$ cat config.mk
export PLATFORM = sky130hd
export DESIGN_NAME = hazard_scoreboard
export DESIGN_NICKNAME = d
export VERILOG_FILES = /design/src/rtl/hazard_pkg.sv /design/src/rtl/sb_cnt.sv /design/src/rtl/hazard_scoreboard.sv
export SDC_FILE = /design/constraint.sdc
export NUM_CORES = 1
export LEC_CHECK = 0
export BUFFER_PORTS_ARGS = -buffer_cell sky130_fd_sc_hd__buf_2
export CORE_AREA = 2 2 141 143
export CTS_CLUSTER_DIAMETER = 120
export DETAILED_ROUTE_END_ITERATION = 7
export DIE_AREA = 0 0 143 145
export PLACE_DENSITY_LB_ADDON = 0.3
export SYNTH_ARGS = -nofsm -noshare
export SYNTH_HDL_FRONTEND = slang
export SYNTH_HIERARCHICAL = 1
export SYNTH_SLANG_ARGS = --single-unit
$ cat constraint.sdc
create_clock -name clk -period 2.8 [get_ports clk]
set_input_delay 0.42 -clock clk [delete_from_list [all_inputs] [get_ports clk]]
set_output_delay 0.42 -clock clk [all_outputs]
set_load 0.005 [all_outputs]
$ cat src/rtl/hazard_pkg.sv
// Shared constants and types for the pipeline hazard/forwarding unit.
package hazard_pkg;

    // Forwarding select encodings, one 2-bit field per ID source operand.
    localparam logic [1:0] FWD_RF = 2'b00;
    localparam logic [1:0] FWD_ES = 2'b01;
    localparam logic [1:0] FWD_MS = 2'b10;
    localparam logic [1:0] FWD_WS = 2'b11;

    localparam int unsigned FWD_W = 2;

    typedef enum logic [1:0] {
        IDLE  = 2'd0,
        BUSY  = 2'd1,
        DRAIN = 2'd2
    } div_state_t;

endpackage

$ cat src/rtl/sb_cnt.sv
// One scoreboard entry: saturating up/down count of in-flight writes to a
// single GPR, with synchronous clear for pipeline flush.
module sb_cnt
    import hazard_pkg::*;
#(
    parameter int unsigned CNT_W = 2
) (
    input  logic             clk,
    input  logic             resetn,
    input  logic             clr,
    input  logic             inc,
    input  logic             dec,
    output logic [CNT_W-1:0] cnt
);

    localparam logic [CNT_W-1:0] CNT_MAX = '1;

    logic             w_up;
    logic             w_dn;
    logic [CNT_W-1:0] r_cnt;

    // A simultaneous issue and retire on the same register cancel out.
    assign w_up = inc && !dec;
    assign w_dn = dec && !inc;

    always_ff @(posedge clk or negedge resetn) begin
        if (!resetn) begin
            r_cnt <= '0;
        end else if (clr) begin
            r_cnt <= '0;
        end else if (w_up && (r_cnt != CNT_MAX)) begin
            r_cnt <= r_cnt + CNT_W'(1);
        end else if (w_dn && (r_cnt != '0)) begin
            r_cnt <= r_cnt - CNT_W'(1);
        end
    end

    assign cnt = r_cnt;

`ifndef SYNTHESIS
    a_no_overflow: assert property (@(posedge clk) disable iff (!resetn)
        !(!clr && w_up && (r_cnt == CNT_MAX)))
        else $error("sb_cnt: increment at maximum count");

    a_no_underflow: assert property (@(posedge clk) disable iff (!resetn)
        !(!clr && w_dn && (r_cnt == '0)))
        else $error("sb_cnt: decrement at zero count");
`endif

endmodule

$ cat src/rtl/hazard_scoreboard.sv
// Hazard/forwarding unit for the 5-stage in-order pipeline: per-GPR pending
// write scoreboard, per-source forwarding selects, ID stall and divider hold.
module hazard_scoreboard
    import hazard_pkg::*;
#(
    parameter int unsigned NREG  = 32,
    parameter int unsigned AW    = 5,
    parameter int unsigned NSRC  = 2,
    parameter int unsigned CNT_W = 2
) (
    input  logic                  clk,
    input  logic                  resetn,
    input  logic                  flush,
    input  logic                  ds_valid,
    input  logic [NSRC*AW-1:0]    ds_raddr,
    input  logic                  issue,
    input  logic [AW-1:0]         issue_dest,
    input  logic                  issue_gr_we,
    input  logic                  es_valid,
    input  logic                  ms_valid,
    input  logic                  ws_valid,
    input  logic [AW-1:0]         es_dest,
    input  logic [AW-1:0]         ms_dest,
    input  logic [AW-1:0]         ws_dest,
    input  logic                  es_gr_we,
    input  logic                  ms_gr_we,
    input  logic                  ws_gr_we,
    input  logic                  es_data_ok,
    input  logic                  ms_data_ok,
    input  logic                  retire,
    input  logic                  div_start,
    input  logic                  div_done,
    output logic [NSRC*FWD_W-1:0] fwd_sel,
    output logic                  ds_stall,
    output logic                  es_stall,
    output logic                  div_ready,
    output logic [NREG-1:0]       pending
);

    logic [CNT_W-1:0] w_cnt [NREG];
    logic [NSRC-1:0]  w_src_stall;
    logic             w_es_wr;
    logic             w_ms_wr;
    logic             w_ws_wr;
    div_state_t       r_div_state;
    div_state_t       w_div_state_nxt;

    assign w_cnt[0]   = '0;
    assign pending[0] = 1'b0;

    // Scoreboard entries for r1..r(NREG-1); flush wins over issue and retire.
    for (genvar r = 1; r < NREG; r++) begin : g_cnt
        sb_cnt #(
            .CNT_W (CNT_W)
        ) u_cnt (
            .clk    (clk),
            .resetn (resetn),
            .clr    (flush),
            .inc    (issue && issue_gr_we && (issue_dest == AW'(r))),
            .dec    (retire && (ws_dest == AW'(r))),
            .cnt    (w_cnt[r])
        );

        assign pending[r] = (w_cnt[r] != '0);
    end

    assign w_es_wr = es_valid && es_gr_we;
    assign w_ms_wr = ms_valid && ms_gr_we;
    assign w_ws_wr = ws_valid && ws_gr_we;

    // Per-source select: youngest matching producer wins, stall if its data
    // is not final or if the producer is pending but sitting in a bubble.
    for (genvar i = 0; i < NSRC; i++) begin : g_src
        logic [AW-1:0]    w_addr;
        logic             w_es_hit;
        logic             w_ms_hit;
        logic             w_ws_hit;
        logic [FWD_W-1:0] w_sel;
        logic             w_stall;

        assign w_addr   = ds_raddr[i*AW +: AW];
        assign w_es_hit = w_es_wr && (es_dest == w_addr);
        assign w_ms_hit = w_ms_wr && (ms_dest == w_addr);
        assign w_ws_hit = w_ws_wr && (ws_dest == w_addr);

        always_comb begin
            w_sel   = FWD_RF;
            w_stall = 1'b0;
            if (w_addr != '0) begin
                if (w_es_hit) begin
                    if (es_data_ok) begin
                        w_sel = FWD_ES;
                    end else begin
                        w_stall = 1'b1;
                    end
                end else if (w_ms_hit) begin
                    if (ms_data_ok) begin
                        w_sel = FWD_MS;
                    end else begin
                        w_stall = 1'b1;
                    end
                end else if (w_ws_hit) begin
                    w_sel = FWD_WS;
                end else if (w_cnt[w_addr] != '0) begin
                    w_stall = 1'b1;
                end
            end
        end

        assign fwd_sel[i*FWD_W +: FWD_W] = w_sel;
        assign w_src_stall[i]            = w_stall;
    end

    assign ds_stall = ds_valid && (|w_src_stall);

    // Divider tracker state register.
    always_ff @(posedge clk or negedge resetn) begin
        if (!resetn) begin
            r_div_state <= IDLE;
        end else begin
            r_div_state <= w_div_state_nxt;
        end
    end

    // DRAIN waits out a divide whose owner was flushed, without holding EX.
    always_comb begin
        w_div_state_nxt = r_div_state;
        es_stall        = 1'b0;
        div_ready       = 1'b0;
        unique case (r_div_state)
            IDLE: begin
                div_ready = 1'b1;
                if (div_start) begin
                    w_div_state_nxt = BUSY;
                end
            end
            BUSY: begin
                es_stall = !div_done;
                if (div_done) begin
                    w_div_state_nxt = IDLE;
                end else if (flush) begin
                    w_div_state_nxt = DRAIN;
                end
            end
            DRAIN: begin
                if (div_done) begin
                    w_div_state_nxt = IDLE;
                end
            end
            default: begin
                w_div_state_nxt = IDLE;
            end
        endcase
    end

`ifndef SYNTHESIS
    a_div_start_idle: assert property (@(posedge clk) disable iff (!resetn)
        !(div_start && (r_div_state != IDLE)))
        else $error("hazard_scoreboard: div_start while divider not idle");
`endif

endmodule

======== Word level (Yosys, flattened, before mapping) ========
Index checks and enable logic that the tools add are counted.
operators by class
  add/sub/neg operators ................... 62
  magnitude comparators ................... 2
  equal/unequal tests ..................... 104
  mux-type cells .......................... 128
  bitwise gates (word level) .............. 2
  reduce and logical (&&, ||, !) cells .... 329
operators by type and width
  operator                                                  number
  2-to-1 mux 2 bit                                          110
  logical AND 1 bit                                         197
  equality test 5 bit, second input constant                32
  nonzero test 3 bit                                        31
  equality test 5 x 4 -> 1 bit, second input constant       16
  inequality test 2 bit, second input constant              33
  nonzero test 2 bit                                        33
  logical NOT 1 bit                                         63
  adder 2 x 1 -> 2 bit, second input constant               31
  subtractor 2 x 1 -> 2 bit, second input constant          31
  equality test 5 x 3 -> 1 bit, second input constant       8
  equality test 5 bit                                       6
  binary-select mux 2 bit (select 5 bit)                    2
  equality test 5 x 2 -> 1 bit, second input constant       4
  2-to-1 mux 1 bit                                          15
  greater-or-equal comparator 6 bit, second input constant  2
  NOT 5 -> 6 bit                                            2
  equality test 5 x 1 -> 1 bit, second input constant       2
  nonzero test 5 bit                                        2
  case mux 2 bit (3 select lines)                           1
  inequality test 3 bit, second input constant              1
  AND reduction 3 bit                                       1
  equality test 2 x 1 -> 1 bit, second input constant       1
  equality test 2 bit, second input constant                1
  other kinds (2)                                           2
storage, ports and cells
  flip-flop bits (word level) ............. 64
  input bits .............................. 47
  output and inout port bits .............. 39
  word-level logic and storage cells ...... 659

======== Depth between registers and ports, before layout ========
Gate-level depths: netlist of the first run.
  word-level depth ........................ 12
  gate-level depth with buffers ........... 9
  gate-level depth less buffers ........... 8

======== Modules after synthesis ========
Netlist of the first run, hierarchy kept.
by module, submodules not included
  module             times used  cells an instance  area each (sq um)  seq. area each (sq um)
  sb_cnt             31          12                 120.1              50.0
  hazard_scoreboard  1           321                1961.9             50.0

======== Worst setup path after synthesis of the first run ========
OpenSTA, ideal clock, no wires.
  path type ............................... register to output
  start ................................... register g_cnt[31].u_cnt.r_cnt[0]
  end ..................................... output port ds_stall
  arrival time ............................ 2.073 ns
  required time ........................... 2.380 ns
  path slack .............................. 0.307 ns
  stages on the path, launching flop included .. 8
  buffers on the path ..................... 0
  cells stage by stage .................... dfrtp_1 or2_4 mux4_2 and3_1 or4_1 a22o_1 a31oi_1 o22ai_1
between the ends
  longest elaborated chain between the ends .. 11
  elaborated cells on any way between the ends .. 20
  those cells by class .................... mux: 16; reduce/logical: 4
ends and longest elaborated chain
  element                                              RTL line                  text
  start, declared                                      sb_cnt.sv:20              logic [CNT_W-1:0] r_cnt;
  start signal, assigned                               sb_cnt.sv:32              r_cnt <= r_cnt + CNT_W'(1);
  start signal, assigned                               sb_cnt.sv:34              r_cnt <= r_cnt - CNT_W'(1);
  binary-select mux 2 bit (select 5 bit)               hazard_scoreboard.sv:104  end else if (w_cnt[w_addr] != '0) begin
  2-to-1 mux 2 bit (implied by the code) (2 in a row)  hazard_scoreboard.sv:104
  nonzero test 2 bit                                   hazard_scoreboard.sv:104
  2-to-1 mux 1 bit                                     hazard_scoreboard.sv:104
  2-to-1 mux 1 bit                                     hazard_scoreboard.sv:102  end else if (w_ws_hit) begin
  2-to-1 mux 1 bit                                     hazard_scoreboard.sv:96   end else if (w_ms_hit) begin
  2-to-1 mux 1 bit                                     hazard_scoreboard.sv:90   if (w_es_hit) begin
  2-to-1 mux 1 bit                                     hazard_scoreboard.sv:89   if (w_addr != '0) begin
  OR reduction 2 bit *                                 hazard_scoreboard.sv:114  assign ds_stall = ds_valid && (|w_src_stall);
  logical AND 1 bit *                                  hazard_scoreboard.sv:114
  end, declared                                        hazard_scoreboard.sv:34   output logic ds_stall,
Every way passes the cells marked *; elsewhere a longest branch is shown, timed or not. The select of a mux whose other input is x is not followed.

======== Final worst setup path of the first run ========
  start ................................... register g_cnt[26].u_cnt.r_cnt[0]
  end ..................................... output port ds_stall
between the ends
  longest elaborated chain between the ends .. 11
  elaborated cells on any way between the ends .. 20
  those cells by class .................... mux: 16; reduce/logical: 4
ends and longest elaborated chain
  element                                              RTL line
  start, declared                                      sb_cnt.sv:20
  start signal, assigned                               sb_cnt.sv:32
  start signal, assigned                               sb_cnt.sv:34
  binary-select mux 2 bit (select 5 bit)               hazard_scoreboard.sv:104
  2-to-1 mux 2 bit (implied by the code) (2 in a row)  hazard_scoreboard.sv:104
  nonzero test 2 bit                                   hazard_scoreboard.sv:104
  2-to-1 mux 1 bit                                     hazard_scoreboard.sv:104
  2-to-1 mux 1 bit                                     hazard_scoreboard.sv:102
  2-to-1 mux 1 bit                                     hazard_scoreboard.sv:96
  2-to-1 mux 1 bit                                     hazard_scoreboard.sv:90
  2-to-1 mux 1 bit                                     hazard_scoreboard.sv:89
  OR reduction 2 bit *                                 hazard_scoreboard.sv:114
  logical AND 1 bit *                                  hazard_scoreboard.sv:114
Marked as above.

==> metrics.txt, run 1 <==
status finished, violations left; violated checks setup timing; H-Tree Level Count 3; CTS Buf Count 9; f_max 0.332 GHz; Clock Power Share 46.8%; largest net degree at the start of global routing 41; vias in the first global route 5098; met1 wire length 7890 µm; Final Hold Violating Endpoints 0; PortBufs 84; max-cap violations 0; area leader, netlist dfrtp_1; root buf cell clkbuf_16; final WL 17800 µm; logic gate share of total power 14.2%; Synth top area share 28.2%; dpl cell area 6510 µm²; die area 20700 µm²; # IOs 86; Post-synth top flop dfrtp_1; CP arrival 2.59 ns; RD Place Congestion 0.833; sequential fraction of the synthesis area 28.2%; gr ovfl total 0; initial antenna violation count 0; crit-path max FO 2; area grow syn2layout 20.0%; Post-Synthesis Cells 693; syn avg cell area 8.20 µm²; multi-input logic area 3860 µm²; met2 wire length 8510 µm; CP cell instances or2_1 -> mux4_2 -> and3_1 -> or4_1 -> a22o_1 -> a31oi_1 -> o22ai_1 -> buf_2; Yosys reg bits 64; quantity of gates resized following cts 0; Post-Route Utilization 35.5%; max-slew violation count 0; P_int 1.74 mW; worst-margin pin slew 0.661 ns; Post-synth ARST share 100%; Power Density 353 nW/µm²; DR vias/cell 5.08; CP max stage cell mux4_2; syn_nets 740; # diodes 0; maximum buffer depth of the clock tree 2; clock latency on the worst-skew pair 0.35 ns; Final nets 842; number of DRC markers in iteration 0 326; met3 WL 1000 µm; GRT Total Usage 17.4%; Cell variety after synth 49; Worst path max stage delay 0.45 ns; Crit Path Category register to output pin; leakage power 2.78 nW; initial core utilization 29.6%; Sw Ratio 27.7%; first-pass GRT wire length 27900 µm; drt wl/cell 16.7 µm; RSZ-0062 raised after global routing yes; layout cells sized above 1 30.4%; Tcrit/Tclk final 108%; DRC violation count after routing 0; Ys Warns 6; Setup crit end kind output pin; r2r worst-path depth 4; CP required 2.38 ns; CTS tree yes; Max IR drop VDD 0.000350 V; fin worst setup slack -0.212 ns; slew margin rel. 55.9%; Sw Pwr 0.667 mW; number of cell rows 51; Post-synth EDFFs 0; Via Count 5415; Setup violations, final 1; Critical Path Start Type register; non-filler cells, final 1065; Die X 143 µm; FILL cells 2005; DP Cell Count 1045; post-route ant nets 0; design area 6830 µm²; hpwl dp 13800 µm; Seq pwr share 38.9%; Worst-path clk slew 0.06 ns; Top Layer Used met4; skew final 0.00374 ns; 1st-pass router iterations 5; worst slack, placed 0.0898 ns; min Tclk post-route 3.01 ns; storage element area 1600 µm²; synthesized cell area 5690 µm²; top cells by area, synth dfrtp_1 (28%), a221oi_2 (8.2%), nor2_1 (7.4%); CORE AREA 19200 µm²; Hold/Removal Path Class input port to asynchronous set/reset pin; clk sink count 64; Die Span Y 145 µm
## synth_stat cells (6+ instances only)
| cell | instances |
|---|---|
| xnor2_1 | 24 |
| o21ai_2 | 31 |
| clkbuf_1 | 14 |
| dfrtp_1 | 64 |
| o21ai_0 | 40 |
| or2_2 | 12 |
| nand2b_2 | 31 |
| inv_1 | 22 |
| a221oi_2 | 31 |
| nor3_1 | 22 |
| nand2_1 | 50 |
| nor2b_1 | 37 |
| nor2_1 | 112 |
| or3_1 | 7 |
| xor2_1 | 6 |
| nand3b_1 | 33 |
| a21oi_1 | 40 |
| nand4_1 | 8 |
| nand2b_1 | 39 |
| nand3_1 | 7 |
## critical path, delay by kind of cell (launching register included)
family          cells  cell delay [ns]
compound gates      3             0.45
mux                 1             0.45
buf+inv             1             0.13
flops               1             0.38
simple gates        3             0.83
## layer usage
layer	up-vias	GRT usage, %
met4	0	5.25
met3	21	3.89
met5	-	0
li1	2674	-
met1	2587	22.4
met2	133	29.0
## final timing paths
path	start	to	slack, ns
max in group asynchronous	resetn	g_cnt[31].u_cnt/cnt[1]	2.04
min reg2reg	g_cnt[17].u_cnt/cnt[1]	g_cnt[17].u_cnt/cnt[1]	0.57
max reg2reg	g_cnt[10].u_cnt/cnt[1]	g_cnt[10].u_cnt/cnt[0]	1.75
min in group clk	div_done	r_div_state[1]	0.23
max	g_cnt[26].u_cnt/cnt[0]	ds_stall	-0.21
min	resetn	g_cnt[12].u_cnt/cnt[1]	0.1
## through the flow
step / hold slack (ns) / setup TNS (ns) / power [mW]
4_1_cts: 0.125 / -0.216 / 2.44
3_3_place_gp: 0.491 / 0 / 1.30
2_1_floorplan: 0.124 / 0 / 1.15
3_5_place_dp: 0.489 / 0 / 1.30
5_1_grt: 0.151 / -0.285 / 2.53
6_report: 0.0958 / -0.212 / 2.41
## layout make-up
class,count,area share (%)
multi-input combinational,583,56.5
sequential,64,23.5
timing repair buffer,115,9.75
tap,265,4.86
clock buffer,9,3.30
inverter,22,1.21
clock inverter,7,0.917
## logic make-up after synthesis
group	share of synthesized area [%]
AO/OA/AOI/OAI	23.2
XOR/XNOR	4.62
buffers and inverters	4.01
flip-flops	28.2
multiplexers	3.81
other	0.0660
AND/OR/NAND/NOR	36.1
## layout by cell type (no fill, tap or decap), drive strengths merged, types with 24 or more instances in the layout
| master | netlist | final |
|---|---|---|
| nor2b | 37 | 37 |
| dfrtp | 64 | 64 |
| nand3b | 33 | 33 |
| o21ai | 71 | 71 |
| nor2 | 112 | 112 |
| buf | 5 | 115 |
| nand2b | 70 | 70 |
| a21oi | 40 | 40 |
| nand2 | 50 | 50 |
| xnor2 | 24 | 24 |
| a221oi | 31 | 31 |
## registers in the layout, summed over array words and instances, names as in the netlist
name	cells
r_div_state	2
g_cnt.u_cnt/cnt	62
## power groups by stage
| stage | clock [mW] | sequential, mW | combinational (mW) |
|---|---|---|---|
| 3_5_place_dp | 0 | 0.954 | 0.344 |
| 5_1_grt | 1.21 | 0.938 | 0.377 |
| 4_1_cts | 1.16 | 0.938 | 0.345 |
| 2_1_floorplan | 0 | 0.953 | 0.194 |
| 6_report | 1.13 | 0.938 | 0.343 |
| 3_3_place_gp | 0 | 0.954 | 0.344 |
## repair_timing
| action | CTS | global route |
|---|---|---|
| hold buffers | 0 | 0 |
| setup endpoints to repair | 1 | 1 |
| buffers inserted | 3 | 1 |
| pin swaps | 3 | 0 |
Note: power is estimated with default switching activity, not from simulation.
==> run 2: changes to the inputs <==
- CTS_BUF_LIST: not set -> sky130_fd_sc_hd__clkbuf_16
- PLACE_DENSITY: not set -> 0.57
- PLACE_DENSITY_LB_ADDON: 0.3 -> not set
==> metrics.txt, run 2 (synthesis results as in run 1) <==
quantity of gates resized following cts 0; # IOs 86; # diodes 0; CP max stage cell mux4_2; Post-CTS Hold Buffers 0; PortBufs 84; first-pass GRT wire length 28700 µm; DRC violation count after routing 0; worst-margin pin slew 0.624 ns; storage element area 1600 µm²; Crit Path Category register to output pin; layout cells sized above 1 29.8%; Max IR drop VDD 0.000299 V; crit-path max FO 2; r2r worst-path depth 4; fin worst setup slack -0.216 ns; CTS tree yes; violated checks setup timing; Post-Route Utilization 35.5%; largest net degree at the start of global routing 40; CP required 2.38 ns; Die X 143 µm; maximum buffer depth of the clock tree 2; Tcrit/Tclk final 108%; worst slack, placed 0.0670 ns; vias in the first global route 5277; Final Hold Violating Endpoints 0; 1st-pass router iterations 5; max-cap violations 0; most common cell after layout, fill and taps aside nor2_1; skew final 0.00457 ns; post-route ant nets 0; clk sink count 64; f_max 0.332 GHz; hpwl dp 13800 µm; Setup crit end kind output pin; initial core utilization 29.6%; H-Tree Level Count 3; Critical Path Start Type register; slew margin rel. 58.4%; max reg flops 62; Worst path max stage delay 0.46 ns; Reg-to-Reg End g_cnt[10].u_cnt/cnt[1]; max-slew violation count 0; clock latency on the worst-skew pair 0.34 ns; number of cell rows 51; leakage power 2.79 nW; status finished, violations left; CORE AREA 19200 µm²; Via Count 5512; Setup violations, final 1; DR vias/cell 5.18; final WL 17900 µm; CP cell instances or2_1 -> mux4_2 -> and3_1 -> or4_1 -> a22o_1 -> a31oi_1 -> o22ai_1 -> buf_2; die area 20700 µm²; RD Place Congestion 0.834; GRT Total Usage 17.9%; CTS Buf Count 9; Reg-to-Reg Start g_cnt[10].u_cnt/cnt[0]; Die Span Y 145 µm; Final nets 841; hold_ws 0.0352 ns; commonest cells after routing, fill and taps aside nor2_1 (112), buf_2 (84), dfrtp_1 (64); min Tclk post-route 3.02 ns; RSZ-0062 raised after global routing yes; initial antenna violation count 1; drt wl/cell 16.8 µm; area grow syn2layout 20.0%; number of DRC markers in iteration 0 409; flop2flop setup slack 1.71 ns; gr ovfl total 0; Power Density 364 nW/µm²; multi-input logic area 3860 µm²; Hold/Removal Path Class input port to asynchronous set/reset pin; root buf cell clkbuf_16; Worst-path clk slew 0.06 ns; CP arrival 2.60 ns; FILL cells 2029
[run 2: worst max path at each step]
stage	from	to	slack [ns]	cells after the start
after global placement	g_cnt[26].u_cnt/cnt[0]	ds_stall	0.08	8
after detailed placement	g_cnt[31].u_cnt/cnt[0]	ds_stall	0.07	8
after floorplan	g_cnt[31].u_cnt/cnt[0]	ds_stall	0.31	7
after CTS	g_cnt[26].u_cnt/cnt[1]	ds_stall	-0.23	8
final	g_cnt[26].u_cnt/cnt[1]	ds_stall	-0.22	8
after global routing	g_cnt[30].u_cnt/cnt[0]	ds_stall	-0.31	8
[run 2: critical path, delay by kind of cell (launching register included)]
family / cells / cell delay, ns
and+or+nand+nor: 3 / 0.84
muxes: 1 / 0.46
AOI/OAI and AO/OA: 3 / 0.43
DFF: 1 / 0.38
buffers and inverters: 1 / 0.13
[run 2: report_power, final]
group,switching (mW),internal (mW)
logic,0.214,0.127
registers,0.00593,0.932
clock network,0.442,0.765
total,0.661,1.82
[run 2: area by class of cell]
type                            count  share of cell area, %
Tap cell                          265                   4.86
Sequential cell                    64                   23.5
Multi-Input combinational cell    583                   56.5
Timing Repair Buffer              114                   9.46
Inverter                           22                   1.21
Clock inverter                      7                   1.17
Clock buffer                        9                   3.30
[run 2: timing repair]
item	CTS	global route
buffers inserted	5	0
endpoints found under the setup margin	1	1
pin swaps	2	0
cloned	0	0
[run 2: metal layers]
metal | track usage, % | part of all wire [%]
met5 | 0 | 0
met4 | 8.17 | 3.5
met3 | 2.81 | 4.8
met2 | 28.8 | 46
met1 | 23.4 | 46
[run 2: through the flow]
step	instance area (µm²)	power (mW)	instances	setup TNS, ns
after floorplan	5690	1.15	693	0
after global placement	6480	1.30	1043	0
after detailed placement	6480	1.30	1043	0
after CTS	6820	2.51	1064	-0.228
after global routing	6820	2.59	1064	-0.311
final	6820	2.49	1064	-0.216
==> run 3: changes to the inputs <==
- ABC_CLOCK_PERIOD_IN_PS: not set -> 2800
- GPL_ROUTABILITY_DRIVEN: not set -> 0
- MAX_ROUTING_LAYER: not set -> met4
==> metrics.txt, run 3 (synthesis results as in run 1) <==
status finished, violations left; violated checks setup timing; area grow syn2layout 20.0%; CORE AREA 19200 µm²; maximum buffer depth of the clock tree 2; H-Tree Level Count 3; FILL cells 2029; # diodes 0; Post-CTS Hold Buffers 0; DR vias/cell 5.21; drt wl/cell 16.8 µm; met2 wire length 8280 µm; Top Layer Used met4; Die X 143 µm; slew margin rel. 59.3%; CTS tree yes; vias in the first global route 5278; commonest cells after routing, fill and taps aside nor2_1 (112), buf_2 (84), dfrtp_1 (64); hpwl dp 13800 µm; die area 20700 µm²; max reg flops 62; CTS Buf Count 9; Max IR drop VDD 0.000300 V; Power Density 364 nW/µm²; min Tclk post-route 3.03 ns; Critical Path Start Type register; Post-Route Utilization 35.5%; PortBufs 84; DRC violation count after routing 0; met3 WL 912 µm; clock latency on the worst-skew pair 0.34 ns; skew final 0.00484 ns; Die Span Y 145 µm; Final nets 841; most common cell after layout, fill and taps aside nor2_1; Crit Path Category register to output pin; Setup violations, final 1; final WL 17900 µm; # IOs 86; Worst-path clk slew 0.06 ns; max-cap violations 0; initial antenna violation count 1; Via Count 5539; CP required 2.38 ns; f_max 0.330 GHz; quantity of gates resized following cts 0; Tcrit/Tclk final 108%; largest net degree at the start of global routing 40; layout cells sized above 1 29.8%; clk sink count 64; 1st-pass router iterations 4; max-slew violation count 0; crit-path max FO 2; leakage power 2.79 nW; gr ovfl total 0; DP Cell Count 1043; non-filler cells, final 1064; number of cell rows 51; post-route ant nets 0; RSZ-0062 raised after global routing yes; Final Hold Violating Endpoints 0; r2r worst-path depth 4; Hold/Removal Path Class input port to asynchronous set/reset pin; initial core utilization 29.6%; Setup crit end kind output pin; met1 wire length 8050 µm; hold_ws 0.0353 ns; GRT Total Usage 18.4%; CP arrival 2.61 ns; root buf cell clkbuf_16; worst-margin pin slew 0.611 ns; number of DRC markers in iteration 0 413; first-pass GRT wire length 28600 µm; fin worst setup slack -0.227 ns
[run 3: path summary, 6_finish.rpt]
kind / start / endpoint / slack (ns)
max: g_cnt[26].u_cnt/cnt[1] / ds_stall / -0.23
min: resetn / g_cnt[15].u_cnt/cnt[0] / 0.04
max reg2reg: g_cnt[10].u_cnt/cnt[0] / g_cnt[10].u_cnt/cnt[1] / 1.72
min reg2reg: g_cnt[3].u_cnt/cnt[1] / g_cnt[3].u_cnt/cnt[1] / 0.57
max in group asynchronous: resetn / g_cnt[22].u_cnt/cnt[0] / 2.00
min in group clk: div_done / r_div_state[1] / 0.23
[run 3: worst max-delay path: stages (launching register included)]
cell and delay, ns:
dfrtp_1 0.38, or2_1 0.26, mux4_2 0.46, and3_1 0.18
or4_1 0.40, a22o_1 0.21, a31oi_1 0.14, o22ai_1 0.11
buf_2 0.13
[run 3: through the flow]
step	area (µm²)	power, mW	worst slack, ns	setup TNS (ns)
after global routing	6820	2.59	-0.311	-0.311
after global placement	6480	1.30	0.0812	0
after CTS	6820	2.51	-0.228	-0.228
after detailed placement	6480	1.30	0.0670	0
after floorplan	5690	1.15	0.307	0
final	6820	2.49	-0.227	-0.227
[run 3: layer usage]
metal,vias up,global-route usage [%]
met5,-,-
met2,159,28.7
met1,2674,23.5
met3,32,2.81
met4,0,8.17
li1,2674,-
[run 3: repair_timing]
| item | in CTS | in global routing |
|---|---|---|
| buffers inserted | 5 | 0 |
| setup endpoints to repair | 1 | 1 |
| pin swaps | 2 | 0 |
[run 3: where the power goes]
group,switching [mW],internal [mW]
Clock,0.441,0.765
Combinational,0.214,0.127
Sequential,0.00591,0.932
[run 3: cell type report]
cell class / instances / area [µm²] / share of cell area [%]
multi-input combinational: 583 / 3860 / 56.5
sequential: 64 / 1600 / 23.5
timing repair buffer: 114 / 646 / 9.46
tap: 265 / 332 / 4.86
clock buffer: 9 / 225 / 3.30
inverter: 22 / 82.6 / 1.21
clock inverter: 7 / 80.1 / 1.17
